**src/rtl/result_bcd_converter.sv**
```systemverilog
// Converts the ALU's two's-complement result into sign plus packed BCD digits.
// A double-dabble engine handles one magnitude bit per clock, with valid/ready handshakes on both sides.
module result_bcd_converter #(
   parameter int DATA_WIDTH = 18,
   parameter int DIGITS     = 6
) (
   input  logic                    Clock,
   input  logic                    Reset_n,
   input  logic                    In_Valid,
   output logic                    In_Ready,
   input  logic [DATA_WIDTH-1:0]   Result,
   output logic                    Out_Valid,
   input  logic                    Out_Ready,
   output logic                    Negative,
   output logic [4*DIGITS-1:0]     BCD
);

   localparam int CW = $clog2(DATA_WIDTH + 1);
   localparam logic [CW-1:0] LAST = CW'(DATA_WIDTH - 1);

   localparam logic [1:0] IDLE    = 2'd0;
   localparam logic [1:0] CONVERT = 2'd1;
   localparam logic [1:0] DONE    = 2'd2;

   logic [1:0]            state;
   logic [CW-1:0]         count;
   logic [DATA_WIDTH-1:0] mag;
   logic [4*DIGITS-1:0]   scratch;
   logic [4*DIGITS-1:0]   adjusted;
   logic [4*DIGITS-1:0]   shifted;
   logic                  neg_hold;

   // Every digit of 5 or more gets +3 so the following left shift carries correctly in decimal.
   always_comb begin
      adjusted = scratch;
      for (int i = 0; i < DIGITS; i++) begin
         if (scratch[4*i +: 4] >= 4'd5) begin
            adjusted[4*i +: 4] = scratch[4*i +: 4] + 4'd3;
         end
      end
   end

   assign shifted   = {adjusted[4*DIGITS-2:0], mag[DATA_WIDTH-1]};
   assign In_Ready  = (state == IDLE);
   assign Out_Valid = (state == DONE);

   // The sign is staged in neg_hold so Negative and BCD only update together on entry to DONE.
   always_ff @(posedge Clock or negedge Reset_n) begin
      if (!Reset_n) begin
         state    <= IDLE;
         count    <= '0;
         mag      <= '0;
         scratch  <= '0;
         neg_hold <= 1'b0;
         Negative <= 1'b0;
         BCD      <= '0;
      end else begin
         case (state)
            IDLE: begin
               if (In_Valid) begin
                  neg_hold <= Result[DATA_WIDTH-1];
                  mag      <= Result[DATA_WIDTH-1] ? (~Result + DATA_WIDTH'(1)) : Result;
                  scratch  <= '0;
                  count    <= '0;
                  state    <= CONVERT;
               end
            end
            CONVERT: begin
               scratch <= shifted;
               mag     <= {mag[DATA_WIDTH-2:0], 1'b0};
               count   <= count + CW'(1);
               if (count == LAST) begin
                  BCD      <= shifted;
                  Negative <= neg_hold;
                  state    <= DONE;
               end
            end
            DONE: begin
               if (Out_Ready) begin
                  state <= IDLE;
               end
            end
            default: state <= IDLE;
         endcase
      end
   end

endmodule

```
**config.mk**
```make
export PLATFORM = sky130hd
export DESIGN_NAME = result_bcd_converter
export DESIGN_NICKNAME = d
export VERILOG_FILES = /design/src/rtl/result_bcd_converter.sv
export SDC_FILE = /design/constraint.sdc
export NUM_CORES = 1
export LEC_CHECK = 0
export BUFFER_PORTS_ARGS = -buffer_cell sky130_fd_sc_hd__buf_2
export CORE_MARGIN = 2
export CORE_UTILIZATION = 30
export DETAILED_ROUTE_END_ITERATION = 10
export SYNTH_ARGS = -nofsm -noshare
export SYNTH_HDL_FRONTEND = slang
export SYNTH_SLANG_ARGS = --single-unit
```
**constraint.sdc**
```tcl
create_clock -name Clock -period 1.6 [get_ports Clock]
set_clock_uncertainty 0.05 [all_clocks]
set_input_delay 0.32 -clock Clock [delete_from_list [all_inputs] [get_ports Clock]]
set_output_delay 0.32 -clock Clock [all_outputs]
set_load 0.05 [all_outputs]
```
Word level (Yosys, flattened, before mapping)

Cells that the tools add are included.

Register bits after elaboration: 75
Input bits: 22
Output and inout port bits: 27
Word-level logic and storage cells: 51

Add/sub/neg operators: 8
$lt $le $gt $ge: 6
Equal/unequal tests: 6
Mux-type cells: 17
Bitwise gates (word level): 1
Reduce and logical (&&, ||, !) cells: 6

Operators by type and width:

| cell                                                                                 | count |
|---|---|
| 24-bit case mux with 2 select lines                                                  | 1 |
| 18-bit 2-to-1 mux                                                                    | 2 |
| 18-bit case mux with 2 select lines                                                  | 1 |
| 4-bit by 3-bit greater-or-equal comparator with 1-bit output (second input constant) | 6 |
| 24-bit 2-to-1 mux                                                                    | 1 |
| 4-bit by 2-bit adder with 4-bit output (second input constant)                       | 5 |
| 4-bit 2-to-1 mux                                                                     | 5 |
| 18-bit by 1-bit adder with 18-bit output (second input constant)                     | 1 |
| 18-bit inverter                                                                      | 1 |
| 5-bit case mux with 2 select lines                                                   | 1 |
| 2-bit 2-to-1 mux                                                                     | 3 |
| 2-bit case mux with 3 select lines                                                   | 1 |
| 2-bit AND reduction                                                                  | 3 |
| 5-bit by 1-bit adder with 5-bit output (second input constant)                       | 1 |
| 5-bit equality test (second input constant)                                          | 1 |
| 5-bit 2-to-1 mux                                                                     | 1 |
| 2-bit != test (second input constant)                                                | 2 |
| 3-bit by 2-bit adder with 3-bit output (second input constant)                       | 1 |
| 3-bit 2-to-1 mux                                                                     | 1 |
| 3-bit AND reduction                                                                  | 1 |
| 2-bit by 1-bit equality test with 1-bit output (second input constant)               | 1 |
| 2-bit equality test (second input constant)                                          | 1 |
| 2-bit logical NOT                                                                    | 1 |
| 2-bit by 1-bit != test with 1-bit output (second input constant)                     | 1 |
| 2-bit nonzero test                                                                   | 1 |

Depth between registers and ports, before layout

Depth in word-level cells: 5
Gate-level depth with buffers: 9
Depth with buffers taken out: 7

Least setup slack after synthesis

OpenSTA, ideal clock, no wires.

Path kind: register -> register
Start point: register scratch[0]
End point: register scratch[2]
Library setup time: 83 ps
Arrival time: 1444 ps
Required time: 1467 ps
Path slack: 23 ps
Stages on the path, launching flop included: 7
Buffers on the path: 0
Period minus slack after synthesis: 1577 ps
Cells stage by stage: dfrtp_1 -> inv_1 -> ha_1 -> nand2b_1 -> a21oi_1 -> mux2_2 -> o21ai_0

Longest elaborated chain between the ends: 3
Elaborated cells on any way between the ends: 4
Classes of those cells: add/sub: 1; order compare: 1; mux: 2

Ends and longest elaborated chain:

| what                                                                                                                   | RTL line | text |
|---|---|---|
| start, declared                                                                                                        | 28       | `logic [4*DIGITS-1:0] scratch;` |
| start signal, assigned                                                                                                 | 69       | `scratch <= shifted;` |
| 4-bit by 2-bit adder with 4-bit output or 4-bit by 3-bit greater-or-equal comparator with 1-bit output (tied branches) | 38, 37   |  |
| 4-bit 2-to-1 mux *                                                                                                     | 37       | `if (scratch[4*i +: 4] >= 4'd5) begin` |
| 24-bit case mux with 2 select lines *                                                                                  | 58       | `case (state)` |

Every way passes the cells marked *; elsewhere a longest branch is shown, timed or not.
A chain may end at the register's enable or synchronous reset.

Worst setup path in the final report

Start point: register state[1]
End point: register mag[17]

Longest elaborated chain between the ends: 3
Elaborated cells on any way between the ends: 6
Classes of those cells: eq/ne: 2; mux: 1; reduce/logical: 3

Ends and longest elaborated chain:

| what                                                                                | RTL line | text |
|---|---|---|
| start, declared                                                                     | 25       | `logic [1:0] state;` |
| start signal, assigned                                                              | 50       | `state <= IDLE;` |
| start signal, assigned                                                              | 65       | `state <= CONVERT;` |
| start signal, assigned                                                              | 75       | `state <= DONE;` |
| 2-bit by 1-bit equality test with 1-bit output or 2-bit logical NOT (tied branches) | 58       |  |
| 2-bit nonzero test (no source line) or 2-bit != test (tied branches)                | --       |  |
| 2-bit AND reduction (no source line)                                                | --       |  |
| end signal, assigned                                                                | 62       | `mag <= Result[DATA_WIDTH-1] ? (~Result + DATA_WIDTH'(1)) : Result;` |
| end signal, assigned                                                                | 70       | `mag <= {mag[DATA_WIDTH-2:0], 1'b0};` |
| end, declared                                                                       | 27       | `logic [DATA_WIDTH-1:0] mag;` |

Parallel ways exist; a longest one is shown, timed or not.

==> reports/qor.yml <==
drt:
  ant_nets: 0
  vias_per_cell: 4.83
  wire_per_inst_microns: 13.6
  first_iter_violations: 137
  drc_errors: 0
  drt-total-wl_mm: 9.17
  vias: 3260
  first_pass_iters: 4
die:
  die_x_microns: 118
  core_area_sq_mm: 0.0126
  die_height_microns: 118
  io_pins: 49
  die-area_sq_mm: 0.0138
  rows: 41
  initial_core_util: 0.307
timing:
  hold_slack_ps: 116
  fin_crit_sh: 1.00
  hold_viol: 0
  slew_viol_final: 0
  timing.fmax_mhz: 624
  setup_slack_ps: -3.83
  min_period_ps: 1600
  slew_headroom: 0.776
  setup_violations: 1
  rsz0062_at_grt: "yes"
  tightestPinTransition_ps: 333
outcome:
  outcome: "complete, but fails checks"
  violations: "negative setup slack"
finish:
  multi_input_area_sq_mm: 0.00211
  stdcell_count: 675
  area_growth_pct: 41.4
  final_cell_area_sq_mm: 0.00547
  final_common_cell: "dfrtp_1"
  final_cell_mix: "74 x dfrtp_1, 52 x buf_4, 45 x buf_2"
  fill_cells: 1226
  antenna-diode-count: 0
  nNetsFinal: 535
  drive_gt1_frac: 0.414
  seq_area_sq_mm: 0.00188
setup_path:
  reg2reg_depth: 5
  cp.required_ps: 1800
  cp.depth: 5
  start_kind: "flip-flop"
  crit_path_cell_trace: "buf_6 -> nor2b_4 -> nand2b_2 -> or4_4 -> o22ai_2"
  path_buf_inv: 1
  end_kind: "flip-flop"
  path_delay_family: "simple AND/OR/NAND/NOR gates"
  rr_startpoint: "state[1]$_DFFE_PN0P_"
  r2r_slack_ps: -4
  crit_start: "state[1]$_DFFE_PN0P_"
  criticalPathCategory: "reg -> reg"
  cpPeakStageDelay_ps: 490
  path_max_fanout: 6
  crit_arrival_ps: 1800
  reg2reg_to: "mag[17]$_DFFE_PN0P_"
  crit_path_end: "mag[17]$_DFFE_PN0P_"
  crit_slowest_cell: "or4_4"
clock_network:
  htreeDepth: 3
  cts_root_buf: "clkbuf_16"
  clk_latency_ps: 330
  cts_tree: "done"
  cts_buffers: 9
  cts_buffer_depth: 2
  clk_pin_slew_ps: 60
  cts_sinks: 75
global_routing:
  use_met1: 0.172
  grt.busiest_layer: "met2"
  grt_max_degree: 52
  met2_usage: 0.231
  grtUsageTotal: 0.134
  overflow: 0
  grt_pass1_wl_mm: 15.4
  antenna_found_initial: 0
  met3_usage: 0.0271
  grt_pass1_vias: 3241
worst_hold_path:
  min-delay-start: "Out_Ready"
  hold_path_class: "in -> reg"
yosys:
  async_reset_ff_frac: 1.00
  synthesis.nets: 432
  synth.distinct_cells: 39
  yosysSeqAreaShare: 0.485
  yosys_warnings: 0
  synth_ff_type: "dfrtp_1"
  synth_cells: 395
  syn_area_per_cell_sq_um: 9.79
  ys_ff_latch: 75
  syn-cell-area_sq_mm: 0.00387
  synth_edf_count: 0
power_and_ir_drop:
  ir_worst_vdd_v: 0.000829
  pwr_density_cell_mw_per_mm2: 1950
  p_leak_uw: 0.00248
  finalPower_uw: 10700
place:
  place_hpwl_mm: 6.26
  placed_cells: 644
  placed_cell_area_sq_mm: 0.00467
  numPortBuffers: 48
  gp_congestion: 0.820
run:
  cap_violations: 0
state kept, by name (all words and copies together) (netlist names):
| name | cells |
|---|---|
| BCD | 24 |
| Negative | 1 |
| count | 5 |
| mag | 18 |
| neg_hold | 1 |
| scratch | 24 |
| state | 2 |
how the worst min path moves through the flow:
stage	to	slack (ps)	depth (start not counted)
finish	state[1]$_DFFE_PN0P_	120	2
global route	state[1]$_DFFE_PN0P_	140	2
CTS	state[1]$_DFFE_PN0P_	110	2
detailed placement	state[1]$_DFFE_PN0P_	200	1
global placement	state[1]$_DFFE_PN0P_	190	1
floorplan	BCD[0]$_DFFE_PN0P_	-30	0
cell usage after synthesis, drive strengths merged (10+ instances only):
master | n | area [sq um]
nand2 | 33 | 124
xnor2 | 11 | 96.3
nand2b | 10 | 65.1
nand3 | 21 | 105
xor2 | 10 | 87.6
inv | 18 | 67.6
o31ai | 10 | 75.1
nor3b | 13 | 103
buf | 10 | 63.8
a22oi | 10 | 75.1
o21ai | 69 | 345
dfrtp | 75 | 1880
clkbuf | 13 | 48.8
ha | 15 | 188
a21oi | 29 | 145
where the power goes:
part	switching, uW	internal (uW)	leakage, uW
Combinational	3060	2300	0.00139
Clock	770	1090	0.000130
Sequential	713	2730	0.000958
Total	4540	6110	0.00248
timing repair:
item | CTS | global route
hold buffers | 1 | 0
buffers inserted | 4 | 5
setup endpoints to repair | 25 | 46
endpoints found under the hold margin | 21 | 0
gates cloned | 0 | 5
resized for setup | 14 | 108
pin swaps | 1 | 35
area by class of cell:
class                      instances  area share
clock buffer                      10      0.0437
clock inverter                     6     0.00755
sequential                        75       0.343
multi-input combinational        279       0.385
inverter                          18      0.0123
tap                              172      0.0393
timing repair buffer             115       0.169
cell families after synthesis:
group	after synthesis	synth area share
AOI/OAI and AO/OA	134	0.203
xor gates and xnor gates	21	0.0475
adders and majority gates	15	0.0485
buffers and inverters	41	0.0466
DFF	75	0.485
muxes	7	0.0204
and+or+nand+nor	102	0.149
metrics by stage:
stage	TNS (ps)	setup slack, ps	util
finish	-3.83	-3.83	0.434
global route	-1240	-102	0.434
CTS	-5.49	-5.49	0.399
detailed placement	-1600	-287	0.370
global placement	-668	-124	0.370
floorplan	0	23.2	-
layer usage:
layer	up-vias	routed length, microns
met5	-	0
met4	0	71
met3	7	295
met2	61	4440
met1	1561	4370
li1	1631	-
Note: power is estimated with default switching activity, not from simulation.
